$ cat src/rtl/rf_arb_pkg.sv
// Shared types and defaults for the register-file port arbiter.
package rf_arb_pkg;

    localparam int unsigned XLEN_DEF = 32;
    localparam int unsigned AW_DEF   = 5;

    // Debug access FSM states
    typedef enum logic [1:0] {
        StIdle  = 2'd0,
        StWait  = 2'd1,
        StForce = 2'd2,
        StResp  = 2'd3
    } arb_state_e;

endpackage

$ cat src/rtl/rf_starve_counter.sv
// Saturating count of cycles a debug request has been refused a port.
module rf_starve_counter #(
    parameter int unsigned STARVE_LIMIT = 8
) (
    input  logic clk,
    input  logic rst_n,
    input  logic inc,
    input  logic clr,
    output logic hit
);

    localparam int unsigned CW = $clog2(STARVE_LIMIT + 1);
    localparam logic [CW-1:0] Limit = CW'(STARVE_LIMIT);

    logic [CW-1:0] count_q, count_d;

    // Next count: clear wins, otherwise saturate at the limit
    always_comb begin
        count_d = count_q;
        if (clr) begin
            count_d = '0;
        end else if (inc && (count_q != Limit)) begin
            count_d = count_q + 1'b1;
        end
    end

    // Count register with synchronous reset
    always_ff @(posedge clk) begin
        if (!rst_n) begin
            count_q <= '0;
        end else begin
            count_q <= count_d;
        end
    end

    assign hit = (count_q == Limit);

endmodule

$ cat src/rtl/regfile_port_arbiter.sv
// Shares the register-file write port and rs2 read port between the core and
// a debug access port. Core traffic has priority; a starving debug request
// gets one forced core-stall cycle in which it is always granted.
module regfile_port_arbiter
    import rf_arb_pkg::*;
#(
    parameter int unsigned XLEN         = XLEN_DEF,
    parameter int unsigned AW           = AW_DEF,
    parameter int unsigned STARVE_LIMIT = 8
) (
    input  logic            clk,
    input  logic            rst_n,
    input  logic            wb_valid,
    input  logic [AW-1:0]   wb_rd,
    input  logic [XLEN-1:0] wb_data,
    input  logic [AW-1:0]   core_rs2_addr,
    input  logic            core_rs2_used,
    output logic [XLEN-1:0] core_rs2_data,
    output logic            core_stall,
    output logic            rf_we,
    output logic [AW-1:0]   rf_rd_addr,
    output logic [XLEN-1:0] rf_rd_data,
    output logic [AW-1:0]   rf_rs2_addr,
    input  logic [XLEN-1:0] rf_rs2_data,
    input  logic            dbg_req_valid,
    input  logic            dbg_req_we,
    input  logic [AW-1:0]   dbg_req_addr,
    input  logic [XLEN-1:0] dbg_req_wdata,
    output logic            dbg_req_ready,
    output logic            dbg_rsp_valid,
    output logic [XLEN-1:0] dbg_rsp_rdata
);

    arb_state_e state_q, state_d;

    logic            rsp_valid_q;
    logic [XLEN-1:0] rsp_rdata_q;
    logic [XLEN-1:0] rd_capture;
    logic            accept;
    logic            core_we;
    logic            port_free;
    logic            cnt_inc, cnt_clr, cnt_hit;

    rf_starve_counter #(
        .STARVE_LIMIT (STARVE_LIMIT)
    ) u_starve (
        .clk   (clk),
        .rst_n (rst_n),
        .inc   (cnt_inc),
        .clr   (cnt_clr),
        .hit   (cnt_hit)
    );

    // Grant decision and register-file port muxing
    always_comb begin
        core_stall = (state_q == StForce);
        core_we    = wb_valid & ~core_stall;
        // A stalled core frees both ports
        port_free  = dbg_req_we ? (~wb_valid | core_stall) : (~core_rs2_used | core_stall);

        unique case (state_q)
            StIdle, StWait: dbg_req_ready = dbg_req_valid & port_free;
            StForce:        dbg_req_ready = 1'b1;
            default:        dbg_req_ready = 1'b0;
        endcase
        accept = dbg_req_valid & dbg_req_ready;

        rf_we       = core_we;
        rf_rd_addr  = wb_rd;
        rf_rd_data  = wb_data;
        rf_rs2_addr = core_rs2_addr;
        if (accept && dbg_req_we) begin
            rf_we      = (dbg_req_addr != '0);
            rf_rd_addr = dbg_req_addr;
            rf_rd_data = dbg_req_wdata;
        end else if (accept) begin
            rf_rs2_addr = dbg_req_addr;
        end
    end

    // Read data seen by the debug port; a same-cycle core write to the same
    // register is forwarded so the read observes it
    always_comb begin
        rd_capture = rf_rs2_data;
        if (dbg_req_we || (dbg_req_addr == '0)) begin
            rd_capture = '0;
        end else if (core_we && (wb_rd == dbg_req_addr)) begin
            rd_capture = wb_data;
        end
    end

    // FSM next state and starvation counter control
    always_comb begin
        state_d = state_q;
        cnt_inc = 1'b0;
        cnt_clr = 1'b0;
        unique case (state_q)
            StIdle, StWait: begin
                if (accept) begin
                    state_d = StResp;
                    cnt_clr = 1'b1;
                end else if (dbg_req_valid) begin
                    state_d = ((state_q == StWait) && cnt_hit) ? StForce : StWait;
                    cnt_inc = 1'b1;
                end else begin
                    state_d = StIdle;
                    cnt_clr = 1'b1;
                end
            end
            StForce: begin
                state_d = accept ? StResp : StIdle;
                cnt_clr = 1'b1;
            end
            default: state_d = StIdle;
        endcase
    end

    // State and registered response with synchronous reset
    always_ff @(posedge clk) begin
        if (!rst_n) begin
            state_q     <= StIdle;
            rsp_valid_q <= 1'b0;
            rsp_rdata_q <= '0;
        end else begin
            state_q     <= state_d;
            rsp_valid_q <= accept;
            if (accept) begin
                rsp_rdata_q <= rd_capture;
            end
        end
    end

    assign core_rs2_data = rf_rs2_data;
    assign dbg_rsp_valid = rsp_valid_q;
    assign dbg_rsp_rdata = rsp_rdata_q;

endmodule

$ cat config.mk
export PLATFORM = sky130hd
export DESIGN_NAME = regfile_port_arbiter
export DESIGN_NICKNAME = d
export VERILOG_FILES = /design/src/rtl/rf_arb_pkg.sv /design/src/rtl/rf_starve_counter.sv /design/src/rtl/regfile_port_arbiter.sv
export SDC_FILE = /design/constraint.sdc
export NUM_CORES = 1
export LEC_CHECK = 0
export ABC_CLOCK_PERIOD_IN_PS = 1800
export BUFFER_PORTS_ARGS = -buffer_cell sky130_fd_sc_hd__buf_2
export CORE_AREA = 2 2 87 89
export CTS_BUF_LIST = sky130_fd_sc_hd__clkbuf_16
export CTS_CLUSTER_SIZE = 20
export DETAILED_ROUTE_END_ITERATION = 7
export DIE_AREA = 0 0 89 91
export PLACE_DENSITY = 0.79
export SLEW_MARGIN = 20
export SYNTH_ARGS = -nofsm -noshare
export SYNTH_HDL_FRONTEND = slang
export SYNTH_SLANG_ARGS = --single-unit
$ cat constraint.sdc
create_clock -name clk -period 1.8 [get_ports clk]
set_input_delay 0.09 -clock clk [delete_from_list [all_inputs] [get_ports clk]]
set_output_delay 0.09 -clock clk [all_outputs]
set_load 0.01 [all_outputs]
Word-level counts from Yosys, hierarchy flattened
Cells that the tools add are included.

Bits in registers: 39. Input bits: 117. Output and inout bits: 110. Logic and storage cells: 49.

Add/sub/neg operators: 1. Equal/unequal tests: 5. Muxes and demuxes: 20. Bitwise gates (word level): 9. Reduce and logical (&&, ||, !) cells: 10.

Operators by type and width (number): 32-bit 2-to-1 mux (3); 5-bit 2-to-1 mux (3); 2-bit 2-to-1 mux (4); 1-bit 2-to-1 mux (7); 5-bit == test (1); 5-bit logical NOT (1); 5-bit nonzero test (1); 4-bit by 1-bit adder with 4-bit output, second input constant (1); 4-bit == test, second input constant (1); 1-bit logical AND (4); 4-bit inequality test, second input constant (1); 1-bit inverter (4); 1-bit one-hot mux with 2 select lines (2); 2-bit one-hot mux with 2 select lines (1); 2-bit OR reduction (2); 1-bit AND (3); 2-bit by 1-bit == test with 1-bit output, second input constant (1); 2-bit == test, second input constant (1); 2-bit logical NOT (1); 1-bit bitwise OR (2); 1-bit logical OR (1).

Depth between registers and ports, before layout
Depth after elaboration: 9. Mapped depth: 7. Mapped depth without buffers: 7.

Hierarchy
From an unflattened synthesis, not the netlist that was laid out.

Cells, all modules: 248. Area total of the unflattened synthesis: 2616.3 um^2.

By module, submodules not included: regfile_port_arbiter (times used 1, cells each 223, area each 2398.6 um^2, sequential area each 700.7 um^2); rf_starve_counter (times used 1, cells each 25, area each 217.7 um^2, sequential area each 80.1 um^2).

Least setup slack after synthesis
No wires, ideal clock.

Kind: flip-flop to flip-flop. Start: register state_q[0]. End: register rsp_rdata_q[0], in the netlist dbg_rsp_rdata[0]. Setup time: 0.115 ns. Arrival time: 1.386 ns. Data required time: 1.685 ns. Slack: 0.299 ns. Cell stages (with the launch flop): 7. Buffers on the path: 1. Clock period less this slack: 1.501 ns. Path through: dfxtp_1 nand2b_2 nand2_1 nor3_4 buf_8 mux2i_1 o21ai_2.

Longest elaborated chain between the ends: 6. Elaborated cells on any way between the ends: 15. Those cells by class: eq/ne (2); mux (4); bitwise (6); reduce/logical (3).

Ends and longest elaborated chain: start, declared (line regfile_port_arbiter.sv:34) `arb_state_e state_q, state_d;`; start signal, assigned (line regfile_port_arbiter.sv:121) `state_q <= StIdle;`; start signal, assigned (line regfile_port_arbiter.sv:125) `state_q <= state_d;`; 2-bit == test (line regfile_port_arbiter.sv:56, regfile_port_arbiter.sv:61); 1-bit bitwise OR / 1-bit inverter (equally long branches) (line regfile_port_arbiter.sv:59, regfile_port_arbiter.sv:57); 1-bit 2-to-1 mux / 1-bit AND (equally long branches) (line regfile_port_arbiter.sv:59, regfile_port_arbiter.sv:57); 1-bit AND / 1-bit logical AND (equally long branches) (line regfile_port_arbiter.sv:62, regfile_port_arbiter.sv:87); 1-bit one-hot mux with 2 select lines / 32-bit 2-to-1 mux (equally long branches) (line regfile_port_arbiter.sv:61, regfile_port_arbiter.sv:87); 1-bit AND / 32-bit 2-to-1 mux (equally long branches) (line regfile_port_arbiter.sv:66, regfile_port_arbiter.sv:85); end signal, assigned (line regfile_port_arbiter.sv:128) `rsp_rdata_q <= rd_capture;`; end, declared (line regfile_port_arbiter.sv:37) `logic [XLEN-1:0] rsp_rdata_q;`.

Several ways; a longest one is shown, not always the timed one. A chain may end at the register's enable or synchronous reset.

Worst setup path after layout
Start: register state_q[0]. End: output port rf_rd_data[8].

Longest elaborated chain between the ends: 8. Elaborated cells on any way between the ends: 12. Those cells by class: eq/ne (2); mux (3); bitwise (4); reduce/logical (3).

Ends and longest elaborated chain: 2-bit == test (line regfile_port_arbiter.sv:56, regfile_port_arbiter.sv:61); 1-bit bitwise OR (line regfile_port_arbiter.sv:59) `port_free = dbg_req_we ? (~wb_valid | core_stall) : (~core_rs2_used | core_stall);`; 1-bit 2-to-1 mux (line regfile_port_arbiter.sv:59); 1-bit AND (line regfile_port_arbiter.sv:62) `StIdle, StWait: dbg_req_ready = dbg_req_valid & port_free;`; 1-bit one-hot mux with 2 select lines * (line regfile_port_arbiter.sv:61) `unique case (state_q)`; 1-bit AND * (line regfile_port_arbiter.sv:66) `accept = dbg_req_valid & dbg_req_ready;`; 1-bit logical AND * (line regfile_port_arbiter.sv:72) `if (accept && dbg_req_we) begin`; 32-bit 2-to-1 mux * (line regfile_port_arbiter.sv:72); end, declared (line regfile_port_arbiter.sv:22) `output logic [XLEN-1:0] rf_rd_data,`.

Mark *: on every way between the ends. The rest lies on a longest branch, timed or not.

==> impl_metrics.json <==
{
  "grt_pass1_wl_um": 11400,
  "ctsHtreeMaxLevel": 2,
  "path_class": "reg -> out",
  "nets": 592,
  "vias": 2703,
  "start_util": 0.379,
  "drt_wl_total_um": 7640,
  "grt_use_met3": 0.0464,
  "gp_congestion": 0.761,
  "cts_tree": "built",
  "grt-ovfl-total": 0,
  "multiInputGateArea_um2": 1560,
  "synth_edf_count": 0,
  "ys_seq_area_frac": 0.289,
  "required_ns": 1.71,
  "synth_top_area_share": 0.289,
  "hp-start": "rf_rs2_data[16]",
  "coreArea_um2": 7140,
  "drt-pass1-iter-count": 4,
  "crit_slowest_cell": "dfxtp_1",
  "numCtsBuffers": 5,
  "hold_path_end": "dbg_rsp_rdata[16]$_SDFFE_PN0P_",
  "clockBufferDepth": 2,
  "cp_cell_sequence": "nand2_4 -> o2111ai_4 -> buf_12 -> mux2_2 -> buf_2",
  "grt_max_degree": 22,
  "synth_area_leader_cell": "dfxtp_1",
  "power_density_nw_per_um2": 616,
  "setup_viol": 0,
  "maxCapViolCount": 0,
  "end_kind": "primary output",
  "holdPathStages": 3,
  "yosys_most_used_dff": "dfxtp_1",
  "yosys-top-cells-area": "dfxtp_1 29%, mux2_2 18%, mux2i_1 12%, o21ai_2 9.7%, buf_4 9.4%",
  "gr-usage-met2": 0.331,
  "post_route_cells_drive_above_1_share": 0.675,
  "post-place-ws_ns": 0.107,
  "grt_pass1_vias": 2588,
  "synth_cells": 276,
  "ir_drop_v": 0.000365,
  "syn_to_final_growth_pct": 43.6,
  "leakage_uw": 0.00193,
  "cts_num_sinks": 39,
  "nFillCells": 688,
  "ant_nets": 0,
  "dieWidth_um": 89,
  "synthDistinctLibCells": 29,
  "worst_pin_slew_ns": 0.336,
  "drc": 0,
  "gr-max-usage-layer": "met2",
  "grt.met1_usage": 0.184,
  "worstPathArrival_ns": 1.64,
  "timing.clock.skew_ns": 0.00208,
  "cpPeakStageDelay_ns": 0.42,
  "wl_per_cell_um": 13.3,
  "synth_warnings": 0,
  "cp-startpoint": "state_q[0]$_SDFF_PN0_",
  "avgSynthCellArea_um2": 9.79,
  "r2r_setup_slack_ns": 0.08,
  "dp_hpwl_um": 6370,
  "r2r_end": "dbg_rsp_rdata[3]$_SDFFE_PN0P_",
  "clk_pin_slew_ns": 0.06,
  "synth_fp_nets": 395,
  "die_area_um2": 8100,
  "diodes": 0,
  "rows": 31,
  "io_buffer_count": 226,
  "die_h_um": 91,
  "worstPathMaxFanout": 21,
  "crit_path_start_kind": "flip-flop",
  "fmax_mhz": 577,
  "root_buffer": "clkbuf_16",
  "ff2ff_path_depth": 6,
  "synth-seq-cells": 39,
  "seqCellArea_um2": 785,
  "hold_buffers": 0,
  "hold_violations": 0,
  "grt_usage": 0.176,
  "setup-tns-final_ns": 0,
  "maxSlewHeadroom": 0.770,
  "r2r_start": "state_q[0]$_SDFF_PN0_",
  "netlist_area_um2": 2700,
  "outcome": "complete, no violations",
  "slew_viol_final": 0,
  "synthArstFlopShare": 0,
  "worst_slack_ns": 0.0665,
  "period_needed_ns": 1.73,
  "clk-insertion-delay-late_ns": 0.27,
  "io_pins": 227,
  "vias_per_cell": 4.72,
  "fin_crit_sh": 0.963,
  "hp-class": "in -> reg",
  "antenna_found_initial": 0,
  "drt_iter0_drc": 22
}
## per-layer routing
metal | part of all wire | routed length, um
met1 | 0.38 | 2900
met2 | 0.52 | 3970
met3 | 0.086 | 660
met4 | 0.016 | 121
met5 | 0 | 0
## critical path, delay by kind of cell, from the launching register on
| kind | cells | cell delay, ns |
|---|---|---|
| DFF | 1 | 0.42 |
| muxes | 1 | 0.36 |
| and+or+nand+nor | 1 | 0.09 |
| buffers and inverters | 2 | 0.35 |
| AOI/OAI and AO/OA | 1 | 0.13 |
## cells by family (layout without fill, tap and decap cells)
| family | Yosys count | in the layout | synth area share |
|---|---|---|---|
| adders and majority gates | 2 | 2 | 0.00926 |
| and+or+nand+nor | 59 | 59 | 0.105 |
| xor gates and xnor gates | 8 | 8 | 0.0259 |
| buffers and inverters | 50 | 248 | 0.146 |
| DFF | 39 | 39 | 0.289 |
| muxes | 76 | 76 | 0.302 |
| AOI/OAI and AO/OA | 42 | 42 | 0.123 |
## cell type report
type,instances,area share
clock buffer,5,0.0323
inverter,5,0.00484
timing repair buffer,235,0.323
sequential,39,0.202
tap,99,0.0319
clock inverter,3,0.00323
multi-input combinational,187,0.403
## report_power, final
part           leakage [uW]  internal (uW)  switching (uW)
Combinational       0.00153            329             323
Sequential         0.000318            894            18.0
Clock             0.0000762            500             323
## worst max path at each step
stage	end
global placement	dbg_rsp_rdata[22]$_SDFFE_PN0P_
detailed placement	dbg_rsp_rdata[22]$_SDFFE_PN0P_
floorplan	dbg_rsp_rdata[0]$_SDFFE_PN0P_
global route	dbg_rsp_rdata[23]$_SDFFE_PN0P_
CTS	rf_rd_data[8]
finish	rf_rd_data[8]
## cells in the mapped netlist (3+ instances only)
master,number
o21ai_0,8
buf_2,3
nor2_1,6
nand2_1,38
xor2_1,3
inv_1,5
buf_8,3
buf_6,3
o21ai_2,30
buf_4,34
and3_1,3
mux2i_1,33
xnor2_1,5
mux2_2,42
dfxtp_1,39
## through the flow
stage	util	hold WS (ns)	cell area, um2	total power [uW]	std cells
after CTS	0.539	0.0866	3850	2420	572
after detailed placement	0.519	0.376	3710	1580	564
after global placement	0.519	0.369	3710	1570	564
after floorplan	-	0.236	2700	1300	276
final	0.543	0.0942	3880	2390	573
after global routing	0.543	0.0932	3880	2510	573
## state kept, by name (all words and copies together), names as in the netlist
register and cells:
dbg_rsp_valid 1, state_q 2, dbg_rsp_rdata 32, u_starve.count_q 4
## placed cells by master, fill, tap and decap left out, drive strengths merged, types with 2 or more instances in the layout
cell    Yosys  routed
mux2i      33      33
nand3       2       2
nand2      38      38
clkbuf      2       5
nor3        2       2
inv         5       7
nand3b      2       2
xnor2       5       5
mux2       43      43
and3        3       3
o21ai      38      38
buf        43     235
xor2        3       3
nand2b      2       2
nand4       2       2
nor2        6       6
ha          2       2
dfxtp      39      39
a21oi       2       2
## what timing repair did
action | in CTS | in global routing
gates resized for setup | 1 | 7
pin swaps | 1 | 1
buffers inserted | 0 | 1
setup endpoints to repair | 42 | 42
cloned | 0 | 0
Note: power is estimated with default switching activity, not from simulation.
